==> src/rtl/output_drain_buffer.sv <==
// output_drain_buffer: captures a full H x W result frame in one parallel load
// and drains it to the output SRAM as row-major beats of OUTPUT_SRAM_LEN values
// over a valid/ready handshake. One IDLE cycle separates consecutive frames.
module output_drain_buffer #(
  parameter int unsigned BIN_LEN         = 16,
  parameter int unsigned OUTPUT_HEIGHT   = 4,
  parameter int unsigned OUTPUT_WIDTH    = 8,
  parameter int unsigned OUTPUT_SRAM_LEN = 4
) (
  input  logic                                            clock,
  input  logic                                            reset_n,
  input  logic                                            load_valid,
  output logic                                            load_ready,
  input  logic [BIN_LEN*OUTPUT_HEIGHT*OUTPUT_WIDTH-1:0]   load_val,
  output logic                                            SRAM_valid,
  input  logic                                            SRAM_ready,
  output logic [BIN_LEN*OUTPUT_SRAM_LEN-1:0]              SRAM_out,
  output logic [$clog2(OUTPUT_HEIGHT)-1:0]                SRAM_r,
  output logic [$clog2(OUTPUT_WIDTH)-1:0]                 SRAM_c,
  output logic                                            SRAM_last,
  output logic                                            done
);

  localparam int unsigned RW = $clog2(OUTPUT_HEIGHT);
  localparam int unsigned CW = $clog2(OUTPUT_WIDTH);

  typedef enum logic {
    IDLE  = 1'b0,
    DRAIN = 1'b1
  } state_t;

  state_t                state_q;
  logic [RW-1:0]         r_q, r_d;
  logic [CW-1:0]         c_q, c_d;
  logic                  done_q;
  logic [BIN_LEN-1:0]    frame_q [OUTPUT_HEIGHT][OUTPUT_WIDTH];

  logic                  draining;
  logic                  accept;
  logic                  row_end;
  logic                  frame_end;
  logic                  load_take;

  // Handshake decode and next row/column position after an accepted beat.
  always_comb begin
    draining  = (state_q == DRAIN);
    accept    = draining && SRAM_ready;
    load_take = (state_q == IDLE) && load_valid;
    // W is a multiple of LEN, so c+LEN < W is equivalent to c != W-LEN.
    row_end   = (c_q == CW'(OUTPUT_WIDTH - OUTPUT_SRAM_LEN));
    frame_end = row_end && (r_q == RW'(OUTPUT_HEIGHT - 1));
    r_d       = r_q;
    c_d       = c_q;
    if (accept) begin
      if (frame_end) begin
        r_d = '0;
        c_d = '0;
      end else if (row_end) begin
        r_d = r_q + RW'(1);
        c_d = '0;
      end else begin
        c_d = c_q + CW'(OUTPUT_SRAM_LEN);
      end
    end
  end

  // Control FSM: state, beat position and the one-cycle done pulse.
  always_ff @(posedge clock or negedge reset_n) begin
    if (!reset_n) begin
      state_q <= IDLE;
      r_q     <= '0;
      c_q     <= '0;
      done_q  <= 1'b0;
    end else begin
      done_q <= 1'b0;
      case (state_q)
        IDLE: begin
          if (load_valid) begin
            state_q <= DRAIN;
            r_q     <= '0;
            c_q     <= '0;
          end
        end
        DRAIN: begin
          r_q <= r_d;
          c_q <= c_d;
          if (accept && frame_end) begin
            state_q <= IDLE;
            done_q  <= 1'b1;
          end
        end
        default: state_q <= IDLE;
      endcase
    end
  end

  // Frame register: parallel capture of the whole frame, only while idle.
  always_ff @(posedge clock or negedge reset_n) begin
    if (!reset_n) begin
      for (int unsigned i = 0; i < OUTPUT_HEIGHT; i++) begin
        for (int unsigned j = 0; j < OUTPUT_WIDTH; j++) begin
          frame_q[i][j] <= '0;
        end
      end
    end else if (load_take) begin
      for (int unsigned i = 0; i < OUTPUT_HEIGHT; i++) begin
        for (int unsigned j = 0; j < OUTPUT_WIDTH; j++) begin
          frame_q[i][j] <= load_val[(i*OUTPUT_WIDTH+j)*BIN_LEN +: BIN_LEN];
        end
      end
    end
  end

  // Beat output mux; everything is forced to zero when no beat is presented.
  always_comb begin
    SRAM_out = '0;
    if (draining) begin
      for (int unsigned k = 0; k < OUTPUT_SRAM_LEN; k++) begin
        SRAM_out[k*BIN_LEN +: BIN_LEN] = frame_q[r_q][c_q + CW'(k)];
      end
    end
  end

  assign load_ready = (state_q == IDLE);
  assign SRAM_valid = draining;
  assign SRAM_r     = draining ? r_q : '0;
  assign SRAM_c     = draining ? c_q : '0;
  assign SRAM_last  = draining && frame_end;
  assign done       = done_q;

endmodule
==> config.mk <==
export PLATFORM = sky130hd
export DESIGN_NAME = output_drain_buffer
export DESIGN_NICKNAME = d
export VERILOG_FILES = /design/src/rtl/output_drain_buffer.sv
export SDC_FILE = /design/constraint.sdc
export NUM_CORES = 1
export LEC_CHECK = 0
export BUFFER_PORTS_ARGS = -buffer_cell sky130_fd_sc_hd__buf_4
export CAP_MARGIN = 0
export CELL_PAD_IN_SITES_DETAIL_PLACEMENT = 1
export CELL_PAD_IN_SITES_GLOBAL_PLACEMENT = 2
export CORE_MARGIN = 3
export CORE_UTILIZATION = 33
export DETAILED_ROUTE_END_ITERATION = 10
export PLACE_DENSITY_LB_ADDON = 0.12
export SYNTH_ARGS = -nofsm -noshare
export SYNTH_HDL_FRONTEND = slang
export SYNTH_SLANG_ARGS = --single-unit
==> constraint.sdc <==
create_clock -name clock -period 1.5 [get_ports clock]
set_input_delay 0.225 -clock clock [delete_from_list [all_inputs] [get_ports clock]]
set_output_delay 0.225 -clock clock [all_outputs]
set_load 0.02 [all_outputs]
==> impl_metrics.json, run 1 <==
{
  "synth_top_area_share": 0.556,
  "dieArea_mm2": 0.0737,
  "chipWidth_um": 272,
  "synth.avg_cell_area_um2": 14.9,
  "worst_slack_ns": -1.21,
  "nets": 3462,
  "seqCellArea_mm2": 0.0129,
  "grt_overflow": 0,
  "synth_cell_types": 26,
  "cap_violations": 0,
  "drc_errors": 0,
  "synth-seq-area-share": 0.556,
  "synth_seq_cells": 517,
  "violations": "setup timing",
  "fill_cells": 6313,
  "htreeDepth": 2,
  "routed_wirelength_mm": 117,
  "synth_area_mm2": 0.0233,
  "syn2layout_area_growth_pct": 92.2,
  "io_pins": 589,
  "clk_pin_slew_ns": 0.06,
  "vias": 20300,
  "wl_met3_mm": 4.90,
  "cp_data_arrival_time_ns": 2.49,
  "hold_violations": 0,
  "ir_drop_v": 0.00108,
  "cts_buffer_depth": 3,
  "cp-end-kind": "output pin",
  "rows": 96,
  "p_per_area_mw_per_mm2": 2030,
  "wl_met2_mm": 62.5,
  "hp-class": "primary input to asynchronous set/reset pin",
  "top_layer": "met5",
  "first_pass_iters": 4,
  "syn_inst": 1561,
  "slew_headroom": 0.646,
  "worst_pin_slew_ns": 0.530,
  "synth_top_area_cell": "dfrtp_1",
  "min_period_ns": 2.71,
  "yosysWarnings": 0,
  "drt_iter0_markers": 1173,
  "clock.fmax_mhz": 369,
  "routed_via_density": 5.13,
  "fin_skew_ns": 0.0162,
  "core_mm2": 0.0692,
  "portBuffers": 586,
  "grt_usage": 0.282,
  "cts_tree": "done",
  "drive_gt1_frac": 0.626,
  "layout_common_cells": "648 x buf_4, 515 x dlygate4sd3_1, 513 x dfrtp_1",
  "synth_flop_cell": "dfrtp_1",
  "outcome": "complete, but fails checks",
  "final_common_cell": "buf_4",
  "leakage_nw": 19.8,
  "multi_input_area_mm2": 0.0133,
  "clock_latency_ns": 0.61,
  "die_h_um": 272,
  "cts_sinks": 517,
  "finalCritPeriodShare": 1.81,
  "antenna_left": 0,
  "dp_hpwl_mm": 62.8,
  "globalplace.congestion": 0.843,
  "antenna_found_initial": 33,
  "power.total_mw": 90.6,
  "place_ws_ns": -0.590,
  "grt_pass1_wl_mm": 155,
  "r2r_cells": 11,
  "synth_edf_count": 0,
  "worstSetupStartpointType": "flip-flop",
  "critPathKind": "flip-flop to output pin",
  "route.layer.met1.wl_mm": 45.3,
  "synth_area_leaders": "dfrtp_1 56%, mux2_2 28%, mux4_2 6.2%",
  "finalSetupViolCount": 586,
  "grt_pass1_vias": 23000,
  "ys_async_sr_fraction": 1.00,
  "cts_made_buffers": 59,
  "detail_route.wl_per_cell_um": 29.5,
  "grt_max_degree": 53,
  "path_max_fanout": 7,
  "rsz0062_at_grt": "true",
  "drv_slew": 0,
  "required_ns": 1.27,
  "start_util": 0.336,
  "cts-root-buf": "clkbuf_16"
}
-- critical path, stage by stage, from the launching register on --
cell and delay (ns):
dfrtp_4 0.51, buf_12 0.15, buf_12 0.14, buf_12 0.15, nand2_8 0.12, buf_12 0.15
buf_16 0.16, o22ai_2 0.09, nor3_2 0.21, buf_4 0.20
-- final timing paths --
kind                                from      endpoint  slack (ns)
setup reg to reg              SRAM_valid  frame_q[383]       -0.57
setup / recovery                  r_q[0]  SRAM_out[54]       -1.21
max in group asynchronous        reset_n  frame_q[201]        0.55
min in group clock         load_val[409]  frame_q[105]        0.39
hold reg to reg             frame_q[425]  frame_q[425]        0.50
hold / removal                   reset_n  frame_q[142]        0.10
-- area by class of cell --
type | count | share of cell area
Timing Repair Buffer | 1446 | 0.338
Multi-Input combinational cell | 919 | 0.298
Sequential cell | 517 | 0.290
Clock buffer | 89 | 0.0396
Tap cell | 931 | 0.0260
Clock inverter | 20 | 0.00691
Antenna cell | 30 | 0.00168
Inverter | 2 | 0.000448
-- power breakdown --
part | switching, mW | total [mW] | internal, mW
combinational | 20.9 | 49.0 | 28.1
clock | 6.34 | 15.8 | 9.47
sequential | 4.93 | 25.7 | 20.8
-- through the flow --
| stage | std cells | util | TNS [ns] | area, um^2 | hold WS [ns] |
|---|---|---|---|---|---|
| 6_report | 3954 | 0.646 | -299.49 | 44700 | 0.104 |
| 5_1_grt | 3948 | 0.646 | -331.12 | 44700 | 0.122 |
| 4_1_cts | 3866 | 0.607 | -216.74 | 42000 | 0.0913 |
| 3_5_place_dp | 3143 | 0.458 | -50.28 | 31700 | 0.137 |
| 3_3_place_gp | 3143 | 0.458 | -44.71 | 31700 | 0.132 |
| 2_1_floorplan | 1562 | - | -11.33 | 24700 | -0.0706 |
-- layer usage --
| layer | GRT usage | up-vias |
|---|---|---|
| met2 | 0.510 | 647 |
| met1 | 0.333 | 10800 |
| met3 | 0.0504 | 225 |
| met5 | 0 | - |
| met4 | 0.105 | 10 |
| li1 | - | 8608 |
-- cell families after synthesis --
family	share of synthesized area
compound gates	0.0393
fa+ha+maj	0.000538
buf+inv	0.0287
flops	0.556
mux	0.341
other cells	0.000161
simple gates	0.0344
-- cells in the mapped netlist (all sizes together) (2+ instances only) --
cell / number
o21ai: 2
inv: 2
a21o: 2
clkbuf: 19
o22ai: 64
mux4: 64
dfrtp: 517
nor2b: 66
nor2: 2
nor3: 65
buf: 105
and2: 4
a211oi: 64
mux2: 576
nand2: 3
-- flip-flops by register name (all words and copies together), names as in the netlist --
name / count
r_q: 2
done: 1
c_q: 1
SRAM_valid: 1
frame_q: 512
-- what timing repair did --
action                                  CTS  global route
hold buffers                            515             0
endpoints found under the setup margin  556           584
endpoints found under the hold margin   839             0
cloned                                   38            33
resized for setup                       330           508
pin swaps                                25            24
setup buffers                            61            54
No activity file was read; power rests on OpenSTA's default activity.
==> run 2: changes to the inputs <==
Settings changed: SKIP_CTS_REPAIR_TIMING from default to 1.
==> run 2 against run 1 <==
  * The flow still finishes with violations (setup timing)
  * Clock-buffer cell count stayed put
  * Design area is 4.9% lower
  * First-iteration DRC count is 13% lower
  * Worst hold slack worse by 0.0038 ns
  * Sequential share of layout area is 1.5 points higher
  * Combinational power is 10% lower
  * Wire length is 9.6% lower
  * Register-to-register slack better by 0.16 ns
  * Global-route usage is 6.2 points lower
  * Via count is 4.6% lower
  * Die area stayed put
  * Maximum frequency is 1.4% higher
  * Critical path type unchanged
  * Critical endpoint is now SRAM_out[16]
==> impl_metrics.json, run 2 (synthesis gave the netlist of run 1 again) <==
{
  "outcome": "complete, but fails checks",
  "violations": "setup timing",
  "final_common_cell": "buf_4",
  "place_ws_ns": -0.590,
  "power_frac_seq": 0.297,
  "cp-end-kind": "output pin",
  "detail_route.wl_per_cell_um": 27.2,
  "cts_tree": "done",
  "cts-root-buf": "clkbuf_16",
  "grt-busiest-layer": "met2",
  "min_period_ns": 2.67,
  "portBuffers": 586,
  "required_ns": 1.27,
  "routed_wirelength_mm": 106,
  "layout_common_cells": "669 x buf_4, 515 x dlygate4sd3_1, 513 x dfrtp_1",
  "fill_cells": 6408,
  "crit_family": "multiplexers",
  "grt_max_degree": 53,
  "dp_hpwl_mm": 62.8,
  "vias": 19300,
  "power_frac_clock": 0.184,
  "core_mm2": 0.0692,
  "grt_use_met2": 0.378,
  "clk_pin_slew_ns": 0.06,
  "switchingPower_mw": 29.4,
  "comb_power_share": 0.519,
  "antenna_found_initial": 22,
  "nets": 3399,
  "finalSetupViolCount": 585,
  "cts_buffer_depth": 3,
  "grt_pass1_wl_mm": 122,
  "worst_slack_ns": -1.17,
  "htreeDepth": 2,
  "hold_slack_ns": 0.0998,
  "io_pins": 589,
  "swShare": 0.347,
  "drc_errors": 0,
  "cp_num_buf_inv": 3,
  "ir_drop_v": 0.00102,
  "hold_violations": 0,
  "largest_reg_flops": 512,
  "intPower_mw": 55.3,
  "clock_latency_ns": 0.61,
  "met3_usage": 0.0592,
  "p_per_area_mw_per_mm2": 1990,
  "grt_overflow": 0,
  "chipWidth_um": 272,
  "cp_data_arrival_time_ns": 2.45,
  "regMostFlops": "frame_q",
  "rsz0062_at_grt": "true",
  "crit_chain": "buf_12 -> buf_12 -> mux4_2 -> o22ai_2 -> nor3_4 -> buf_4",
  "hp-class": "primary input to asynchronous set/reset pin",
  "finalCritPeriodShare": 1.78,
  "grt_pass1_vias": 18400,
  "clock.fmax_mhz": 374,
  "grt_usage": 0.220,
  "start_util": 0.336,
  "worstSetupStartpointType": "flip-flop",
  "die_h_um": 272,
  "cap_violations": 0,
  "rows": 96,
  "path_max_fanout": 16,
  "grt.met1_usage": 0.271,
  "syn2layout_area_growth_pct": 82.8,
  "drt_iter0_markers": 1021,
  "crit_top_cell": "buf_12",
  "dieArea_mm2": 0.0737,
  "cts_sinks": 517,
  "antenna_left": 0,
  "slowest_delay_ns": 0.51,
  "drv_slew": 0,
  "first_pass_iters": 5,
  "reg_top3": "frame_q x512, r_q x2",
  "routed_via_density": 4.99,
  "drive_gt1_frac": 0.617,
  "leakage_nw": 18.8,
  "cts_made_buffers": 59,
  "cpMaxStageDelayCell": "mux4_2",
  "globalplace.congestion": 0.843,
  "fin_skew_ns": 0.0187,
  "critPathKind": "flip-flop to output pin"
}
-- run 2: power by group through the flow --
stage / Sequential [mW] / Clock [mW] / Combinational [mW]
final: 25.2 / 15.6 / 43.9
after global routing: 26.0 / 16.5 / 46.1
after CTS: 24.6 / 15.8 / 35.2
after detailed placement: 24.7 / 0 / 35.1
after global placement: 24.3 / 0 / 34.4
after floorplan: 23.2 / 0 / 23.0
-- run 2: path summary, 6_finish.rpt --
check / start / endpoint / slack, ns / cells past startpoint
worst min register to register: frame_q[242] / frame_q[242] / 0.50 / 1
worst min-delay path: reset_n / frame_q[12] / 0.1 / 2
max in group asynchronous: reset_n / frame_q[34] / 0.61 / 3
min in group clock: load_val[80] / frame_q[416] / 0.38 / 3
worst max register to register: SRAM_valid / frame_q[426] / -0.41 / 8
worst max-delay path: r_q[0] / SRAM_out[16] / -1.17 / 6
-- run 2: through the flow --
stage	util	cell area [um^2]	cells	power [mW]	setup TNS, ns
floorplan	-	24700	1562	46.2	-11.33
global placement	0.458	31700	3143	58.7	-44.71
detailed placement	0.458	31700	3143	59.8	-50.28
CTS	0.488	33700	3252	75.6	-107.09
global route	0.615	42500	3872	88.6	-261.89
finish	0.615	42500	3876	84.7	-231.91
-- run 2: routing by layer --
| metal | share of wire | wire length [um] |
|---|---|---|
| met3 | 0.040 | 4180 |
| met2 | 0.53 | 55800 |
| met5 | 0.00071 | 75 |
| met4 | 0.028 | 2920 |
| met1 | 0.40 | 42600 |
-- run 2: cell type report --
cell class              instances  area, um^2  share of cell area
clock buffers                  89        1770              0.0416
diodes                         15        37.5            0.000883
inverters                       2        20.0            0.000471
repair buffers               1383       13900               0.328
well taps                     931        1160              0.0274
clock inverters                20         309             0.00727
flip-flops and latches        517       12900               0.304
multi-input cells             919       12300               0.290
==> run 3: changes to the inputs <==
Settings changed: ABC_AREA from default to 1, CORE_UTILIZATION 33 to 28.
==> run 3 against run 2 <==
  * Critical path depth grew 4
  * Via count grew 37%
  * Non-clock buffer count shrank 13
  * First-iteration DRC count grew 27%
  * Setup slack gained 0.19 ns
  * Worst hold slack lost 0.087 ns
  * Synthesized cell count grew 120%
  * Design area shrank 1.8%
  * The run still ends with setup timing left
  * Wire length grew 15%
  * Maximum frequency grew 7.5%
==> impl_metrics.json, run 3 <==
{
  "regMostFlops": "frame_q",
  "cts-root-buf": "clkbuf_16",
  "clock_latency_ns": 0.60,
  "routed_via_density": 4.53,
  "synth_area_mm2": 0.0258,
  "crit_top_cell": "nand2_1",
  "start_util": 0.285,
  "rows": 110,
  "drive_gt1_frac": 0.277,
  "cts_made_buffers": 66,
  "first_pass_iters": 5,
  "fin_cells": 5839,
  "ir_drop_v": 0.000930,
  "path_max_fanout": 10,
  "outcome": "complete, but fails checks",
  "finalSetupViolCount": 243,
  "finalCritPeriodShare": 1.66,
  "synth_cell_types": 24,
  "cp-end-kind": "output pin",
  "syn_inst": 3387,
  "dp_hpwl_mm": 88.8,
  "chipWidth_um": 310,
  "nets": 5129,
  "clock.fmax_mhz": 402,
  "synthTopCellsByCount": "842 x nand2_1, 519 x inv_1, 517 x dfrtp_1",
  "synth_seq_cells": 517,
  "violations": "setup timing",
  "cap_violations": 0,
  "grt_max_degree": 75,
  "final_common_cell": "buf_4",
  "min_period_ns": 2.49,
  "leakage_nw": 21.7,
  "worst_slack_ns": -0.988,
  "fin_skew_ns": 0.0130,
  "ys_async_sr_fraction": 1.00,
  "synth.avg_cell_area_um2": 7.63,
  "hp-class": "primary input to flip-flop",
  "crit_chain": "clkinv_8 -> buf_16 -> buf_12 -> clkbuf_16 -> nand2_1 -> nand3_1 -> nand2_1 -> nand2_1 -> nand2_2 -> buf_6",
  "synth_top_area_cell": "dfrtp_1",
  "htreeDepth": 3,
  "largest_reg_flops": 512,
  "yosysWarnings": 0,
  "drt_iter0_markers": 1297,
  "cp_data_arrival_time_ns": 2.26,
  "die_h_um": 310,
  "p_per_area_mw_per_mm2": 2030,
  "cpMaxStageDelayCell": "dfrtp_4",
  "core_mm2": 0.0907,
  "yosysMostFrequentCell": "nand2_1",
  "vias": 26500,
  "synth-seq-area-share": 0.501,
  "required_ns": 1.27,
  "reg_top3": "frame_q x512, r_q x2",
  "grt_overflow": 0,
  "grt_pass1_wl_mm": 164,
  "cts_tree": "done",
  "dp.cells": 5206,
  "fill_cells": 10700,
  "hold_violations": 0,
  "drv_slew": 0,
  "detail_route.wl_per_cell_um": 20.9,
  "cts_sinks": 517,
  "cts_buffer_depth": 3,
  "syn2layout_area_growth_pct": 61.6,
  "antenna_found_initial": 7,
  "critPathKind": "flip-flop to output pin",
  "grt_usage": 0.231,
  "worstSetupStartpointType": "flip-flop",
  "design_area_mm2": 0.0417,
  "dieArea_mm2": 0.0960,
  "routed_wirelength_mm": 122,
  "power.total_mw": 84.5,
  "cp_num_buf_inv": 5,
  "portBuffers": 586,
  "rsz0062_at_grt": "true",
  "globalplace.congestion": 0.847,
  "crit_family": "buffers and inverters",
  "synth_flop_cell": "dfrtp_1",
  "drc_errors": 0,
  "antenna_left": 0,
  "clk_pin_slew_ns": 0.06,
  "synth_edf_count": 0,
  "grt_pass1_vias": 25300,
  "io_pins": 589,
  "place_ws_ns": -0.478,
  "slowest_delay_ns": 0.52,
  "synth_top_area_share": 0.501,
  "placed_area_mm2": 0.0334,
  "layout_common_cells": "732 x buf_4, 726 x nand2_1, 517 x inv_1",
  "synth_area_leaders": "dfrtp_1 50%, nand2_1 12%, inv_1 7.5%"
}
run 3: cell types whose count changed in the layout (fill, tap and decap cells not counted), moves of 55 or more:
cell | previous run | this run
nand2_1 | 2 | 726
inv_1 | 1 | 517
nor2_1 | 1 | 513
a21oi_1 | 0 | 363
mux2_2 | 314 | 0
mux2_4 | 262 | 0
nand3_1 | 1 | 215
a21oi_2 | 0 | 150
nand2_2 | 0 | 97
nor2b_1 | 65 | 0
mux4_2 | 64 | 0
buf_4 | 669 | 732
a211oi_2 | 55 | 0
run 3: worst paths after layout:
check | startpoint | endpoint | slack, ns | cells past startpoint
max | r_q[0] | SRAM_out[48] | -0.99 | 10
min | load_val[187] | frame_q[331] | 0.01 | 4
max reg2reg | r_q[0] | SRAM_valid | -0.33 | 7
min reg2reg | frame_q[322] | frame_q[322] | 0.51 | 2
max in group asynchronous | reset_n | frame_q[237] | 0.60 | 3
min in group asynchronous | reset_n | frame_q[69] | 0.15 | 2
run 3: kinds of logic (layout without fill, tap and decap cells):
family,after synthesis,after routing,share of synthesized area
buffers and inverters,736,2004,0.129
DFF,517,517,0.501
AOI/OAI and AO/OA,516,516,0.122
other,1,9,0.000145
and+or+nand+nor,1616,1616,0.248
adders and majority gates,1,1,0.000484
run 3: per-layer routing:
layer	share of wire	GRT usage
met5	0.00013	0
met4	0.026	0.0693
met3	0.040	0.0350
met2	0.48	0.369
met1	0.46	0.323
run 3: power breakdown:
group	switching [mW]	internal [mW]
Combinational	27.9	18.4
Sequential	1.75	20.4
Clock	6.51	9.62
Total	36.2	48.3
run 3: final cells by class:
type | instances | area, um^2 | share of cell area
inverter | 521 | 1980 | 0.0475
antenna | 7 | 17.5 | 0.000420
multi-input combinational | 2135 | 10200 | 0.244
clock inverter | 16 | 228 | 0.00545
sequential | 517 | 12900 | 0.310
tap | 1176 | 1470 | 0.0352
timing repair buffer | 1370 | 13000 | 0.311
clock buffer | 96 | 1930 | 0.0462
timing repair inverter | 1 | 8.76 | 0.000210
run 3: through the flow:
stage               utilization  setup TNS (ns)  hold WS (ns)
floorplan                     -               0       -0.0706
global placement          0.368          -26.78         0.167
detailed placement        0.368          -29.43         0.171
CTS                       0.392          -76.82        -0.476
global route              0.460          -93.29       0.00173
finish                    0.460          -66.87        0.0129
run 3: tightest hold or removal path, stage by stage:
cell	delay (ns)
buf_4	0.08
nor2_1	0.04
buf_4	0.14
a21oi_2	0.09
